## src/rtl/zigbee_cordic_rotator.sv

```systemverilog
`timescale 1ns / 1ps
// Iterative rotation-mode CORDIC: rotates (xin, yin) by a binary angle win, one
// micro-rotation per clock, with valid/ready handshakes on input and output.
module zigbee_cordic_rotator #(
  parameter int unsigned XY_SIZE = 16,
  parameter int unsigned W_SIZE  = 16,
  parameter int unsigned NB_ITER = 12
) (
  input  logic                      clk_i,
  input  logic                      rst_ni,
  input  logic [XY_SIZE-1:0]        xin_i,
  input  logic [XY_SIZE-1:0]        yin_i,
  input  logic [W_SIZE-1:0]         win_i,
  input  logic                      in_valid_i,
  output logic                      in_ready_o,
  output logic signed [XY_SIZE+1:0] xout_o,
  output logic signed [XY_SIZE+1:0] yout_o,
  output logic                      out_valid_o,
  input  logic                      out_ready_i
);

  localparam int unsigned XW       = XY_SIZE + 2;
  localparam int unsigned IterW    = (NB_ITER > 1) ? $clog2(NB_ITER) : 1;
  localparam logic [IterW-1:0] LastIter = IterW'(NB_ITER - 1);
  localparam int          AtanDrop = 32 - int'(W_SIZE);

  typedef enum logic [1:0] {StIdle, StRot, StDone} state_e;

  // atan(2^-i) as a 32-bit binary angle; beyond i = 15, atan(x) ~= x is exact enough.
  function automatic logic [31:0] atan32(input logic [31:0] i);
    logic [31:0] a;
    case (i)
      32'd0:   a = 32'h2000_0000;
      32'd1:   a = 32'h12E4_051E;
      32'd2:   a = 32'h09FB_385B;
      32'd3:   a = 32'h0511_11D4;
      32'd4:   a = 32'h028B_0D43;
      32'd5:   a = 32'h0145_D7E1;
      32'd6:   a = 32'h00A2_F61E;
      32'd7:   a = 32'h0051_7C55;
      32'd8:   a = 32'h0028_BE53;
      32'd9:   a = 32'h0014_5F2F;
      32'd10:  a = 32'h000A_2F98;
      32'd11:  a = 32'h0005_17CC;
      32'd12:  a = 32'h0002_8BE6;
      32'd13:  a = 32'h0001_45F3;
      32'd14:  a = 32'h0000_A2F9;
      32'd15:  a = 32'h0000_517D;
      default: a = 32'(64'd683565276 >> i);
    endcase
    return a;
  endfunction

  // Round the 32-bit table down to the phase width.
  function automatic logic [W_SIZE-1:0] atan_lut(input logic [31:0] i);
    logic [32:0] full;
    full = {1'b0, atan32(i)};
    if (AtanDrop > 0) begin
      full = (full + (33'd1 << (AtanDrop > 0 ? AtanDrop - 1 : 0))) >> AtanDrop;
    end
    return W_SIZE'(full);
  endfunction

  state_e                  state_q, state_d;
  logic [IterW-1:0]        iter_q, iter_d;
  logic signed [XW-1:0]    x_q, x_d, y_q, y_d;
  logic [W_SIZE-1:0]       z_q, z_d;

  logic signed [XW-1:0]    x_ext, y_ext, x_sh, y_sh;
  logic [W_SIZE-1:0]       atan_cur;

  // Sign-extend first so that negating the most negative input cannot overflow.
  assign x_ext    = {{2{xin_i[XY_SIZE-1]}}, xin_i};
  assign y_ext    = {{2{yin_i[XY_SIZE-1]}}, yin_i};
  assign x_sh     = x_q >>> iter_q;
  assign y_sh     = y_q >>> iter_q;
  assign atan_cur = atan_lut(32'(iter_q));

  always_comb begin
    state_d = state_q;
    iter_d  = iter_q;
    x_d     = x_q;
    y_d     = y_q;
    z_d     = z_q;
    unique case (state_q)
      StIdle: begin
        if (in_valid_i) begin
          // |angle| >= pi/2: rotate by pi up front so the residual converges.
          if (win_i[W_SIZE-1] ^ win_i[W_SIZE-2]) begin
            x_d = -x_ext;
            y_d = -y_ext;
            z_d = {~win_i[W_SIZE-1], win_i[W_SIZE-2:0]};
          end else begin
            x_d = x_ext;
            y_d = y_ext;
            z_d = win_i;
          end
          iter_d  = '0;
          state_d = StRot;
        end
      end
      StRot: begin
        if (!z_q[W_SIZE-1]) begin
          x_d = x_q - y_sh;
          y_d = y_q + x_sh;
          z_d = z_q - atan_cur;
        end else begin
          x_d = x_q + y_sh;
          y_d = y_q - x_sh;
          z_d = z_q + atan_cur;
        end
        if (iter_q == LastIter) begin
          iter_d  = '0;
          state_d = StDone;
        end else begin
          iter_d = iter_q + IterW'(1);
        end
      end
      StDone: begin
        if (out_ready_i) begin
          state_d = StIdle;
        end
      end
      default: state_d = StIdle;
    endcase
  end

  always_ff @(posedge clk_i or negedge rst_ni) begin
    if (!rst_ni) begin
      state_q <= StIdle;
      iter_q  <= '0;
      x_q     <= '0;
      y_q     <= '0;
      z_q     <= '0;
    end else begin
      state_q <= state_d;
      iter_q  <= iter_d;
      x_q     <= x_d;
      y_q     <= y_d;
      z_q     <= z_d;
    end
  end

  assign in_ready_o  = (state_q == StIdle);
  assign out_valid_o = (state_q == StDone);
  assign xout_o      = x_q;
  assign yout_o      = y_q;

endmodule

```

## config.mk

```make
export PLATFORM = sky130hd
export DESIGN_NAME = zigbee_cordic_rotator
export DESIGN_NICKNAME = d
export VERILOG_FILES = /design/src/rtl/zigbee_cordic_rotator.sv
export SDC_FILE = /design/constraint.sdc
export NUM_CORES = 1
export LEC_CHECK = 0
export CORE_ASPECT_RATIO = 1.4
export CORE_UTILIZATION = 54
export CTS_CLUSTER_DIAMETER = 100
export DETAILED_ROUTE_END_ITERATION = 8
export HOLD_SLACK_MARGIN = 0.12
export PLACE_DENSITY = 0.79
export SLEW_MARGIN = 20
export SYNTH_ARGS = -nofsm -noshare
export SYNTH_HDL_FRONTEND = slang
export SYNTH_SLANG_ARGS = --single-unit
```

## constraint.sdc

```tcl
create_clock -name clk_i -period 6.1 [get_ports clk_i]
set_clock_uncertainty 0.15 [all_clocks]
set_input_delay 0.915 -clock clk_i [delete_from_list [all_inputs] [get_ports clk_i]]
set_output_delay 0.915 -clock clk_i [all_outputs]
set_load 0.01 [all_outputs]
```

==> summary.txt, run 1 <==
status = finished clean
post-cts hold buffer count = 0
initial core utilization = 55.09%
Net Count, Synth = 1,193
Placed Instance Area = 0.009627 mm^2
Worst-Skew Late Latency = 350 ps
via count = 8,777
min setup slack post-route = 419.4 ps
Slew HR = 35.21%
pin count of the biggest net entering global routing = 59
synth top area cells = dfrtp_1 17%, ha_1 9.4%, mux4_2 8.4%
Synth top area share = 16.95%
Tmin final = 5681 ps
Detail Placement HPWL = 20.47 mm
Setup crit start kind = register
CTS Sinks = 58
main flop type after synthesis = dfrtp_1
worst min path class = register to register
Critical path buffers and inverters = 2
minimum setup slack after placement = 564.6 ps
CTS buffer count = 9
Max stage delay cell, worst path = a2111oi_0
CP Data Required Time = 6180 ps
period utilization = 93.12%
number of gates resized after cts = 0
Worst R2R Start = iter_q[1]$_DFFE_PN0P_
final net count = 1,255
Synth Instances = 1,074
drt via density = 6.565
Die Ht = 151.0 um
Final setup viols = 0
commonest non-fill, non-tap cells in the layout = 112 x nand2_1, 88 x clkdlybuf4s50_1, 86 x nor2_1
Synth Warn # = 0
first-pass GRT wire length = 43.52 mm
Worst Tran Pin Value = 968.2 ps
CTS tree = yes
TNS Setup = 0 ps
fraction of layout cells with a size suffix above 1 = 8.238%
family with the most delay on the worst path = compound AO/OA/AOI/OAI gates
io pins = 90
HP Start = z_q[0]$_DFFE_PN0P_
post-CTS setup buffers = 0
overall die area = 0.01637 mm^2
Setup crit end kind = register
initial antenna violation count = 0
Final Core Density = 63.92%
post-synthesis cell type count = 69
final hold violation count = 0
Die X = 108.4 um
Mapped Area = 0.008561 mm^2
Post-synth ARST share = 100.0%
kind of critical path = register to register
CP Cell Sequence = buf_4, ha_1, inv_1, mux4_2, ha_1, or4_1, a21oi_1, nor2_1, xnor2_1, ha_1, a21oi_1, o21bai_1, a2111oi_0, o311ai_0, a21oi_1, o21bai_1, mux2i_1, or3_1
CP max stage delay = 680 ps
Area Overhead vs Synth = 16.03%
Slew Limit Fails = 0
vias in the first global route = 8,426
Routed Antenna Nets = 0
CP startpoint = iter_q[1]$_DFFE_PN0P_
crit path DAT = 5760 ps
commonest non-fill, non-tap cell in the layout = nand2_1
Rows = 54
fillers = 1,375
clock root buffer = clkbuf_16
Starting DRT DRC Count = 736
htree depth = 3
Worst-path clk slew = 50 ps
DRT Pass-1 Iters = 5
Design Area, Final = 0.009933 mm^2
routability cong. = 0.9646
Core ar. = 0.01554 mm^2
buffer depth of the longest clock path = 2
Post-synth EDFFs = 0
aggregate global routing overflow = 0
crit-path max FO = 24
IO Port Bufs = 89
final wirelength = 27.42 mm
RSZ-0062 raised after global routing = no
antenna cell count = 0
drt wl/cell = 20.51 um
average size of a mapped cell = 7.971 um^2
post-synthesis sequential area ratio = 16.95%
area leader, netlist = dfrtp_1
# DRC = 0
GRT Util Overall = 34.79%
flops & latches, synth = 58
maxcap violations = 0
fmax = 176.0 MHz
-- synthesized netlist by cell type, drive strengths merged, types with 3 or more instances --
| cell | instances |
|---|---|
| a2111oi | 3 |
| a211o | 4 |
| a211oi | 8 |
| a21o | 16 |
| a21oi | 81 |
| a22oi | 5 |
| a31oi | 31 |
| a41oi | 3 |
| and2 | 10 |
| and3 | 7 |
| and4 | 4 |
| buf | 19 |
| clkbuf | 42 |
| dfrtp | 58 |
| fa | 3 |
| ha | 64 |
| inv | 34 |
| mux2 | 19 |
| mux2i | 24 |
| mux4 | 32 |
| nand2 | 113 |
| nand2b | 14 |
| nand3 | 21 |
| nand3b | 7 |
| nor2 | 86 |
| nor2b | 12 |
| nor3 | 20 |
| nor3b | 7 |
| o211ai | 29 |
| o21a | 9 |
| o21ai | 82 |
| o21bai | 6 |
| o221ai | 5 |
| o22a | 3 |
| o22ai | 15 |
| o31ai | 12 |
| o41ai | 4 |
| or2 | 3 |
| or3 | 9 |
| or4 | 5 |
| xnor2 | 67 |
| xor2 | 50 |
-- routing by layer --
metal  GRT usage (%)  share of wire [%]
met2           60.51                 50
met5               0                  0
met4           26.08                7.9
met1           36.94                 35
met3           6.583                7.0
-- metrics by stage --
step | hold slack, ps | instances
global placement | 388.8 | 1321
finish | 399.7 | 1337
detailed placement | 388.7 | 1321
CTS | 399.8 | 1337
floorplan | 371.6 | 1074
global route | 436.8 | 1337
-- flip-flops by register name (all words and copies together), names as in the netlist --
name / cells
iter_q: 4
state_q: 2
xout_o: 18
yout_o: 18
z_q: 16
-- logic make-up after synthesis --
family | synth area share (%)
AOI/OAI and AO/OA | 24.72
adders and majority gates | 10.06
DFF | 16.95
buffers and inverters | 4.414
muxes | 13.77
and+or+nand+nor | 18.12
xor gates and xnor gates | 11.97
-- worst paths after layout --
path,to,slack [ps],depth (start not counted)
max,z_q[14]$_DFFE_PN0P_,420,18
min,z_q[0]$_DFFE_PN0P_,400,2
max reg2reg,z_q[14]$_DFFE_PN0P_,420,18
min reg2reg,z_q[0]$_DFFE_PN0P_,400,2
max in group asynchronous,iter_q[0]$_DFFE_PN0P_,4610,2
min in group asynchronous,xout_o[14]$_DFFE_PN0P_,550,2
-- cell type report --
class	instances	area [um^2]	share of cell area [%]
multi-input cells	921	6741	67.87
clock inverters	4	50.05	0.5038
well taps	196	245.2	2.469
clock buffers	12	256.5	2.582
flip-flops and latches	58	1454	14.64
repair buffers	112	1059	10.66
inverters	34	127.6	1.285
-- worst register-to-register path, cell delays in order, from the launching register on --
cell,delay [ps]
dfrtp_2,360
buf_4,290
ha_1,290
inv_1,80
mux4_2,530
ha_1,270
or4_1,530
a21oi_1,320
nor2_1,90
xnor2_1,150
ha_1,330
a21oi_1,250
o21bai_1,130
a2111oi_0,680
o311ai_0,260
a21oi_1,270
o21bai_1,110
mux2i_1,120
or3_1,330
Power of run 1 is not shown: default switching activity piles up to over one toggle a cycle in this logic, so the estimate is an artifact.
==> run 2: changes to the inputs <==
--- a/config.mk
+++ b/config.mk
@@ -5,6 +5,7 @@
 export SDC_FILE = /design/constraint.sdc
 export NUM_CORES = 1
 export LEC_CHECK = 0
+export ABC_CLOCK_PERIOD_IN_PS = 6100
 export CORE_ASPECT_RATIO = 1.4
 export CORE_UTILIZATION = 54
 export CTS_CLUSTER_DIAMETER = 100
==> results of run 2 <==
Final layout, timing and power as in run 1 (identical DEF).
Power of run 2 is left out for the same reason.
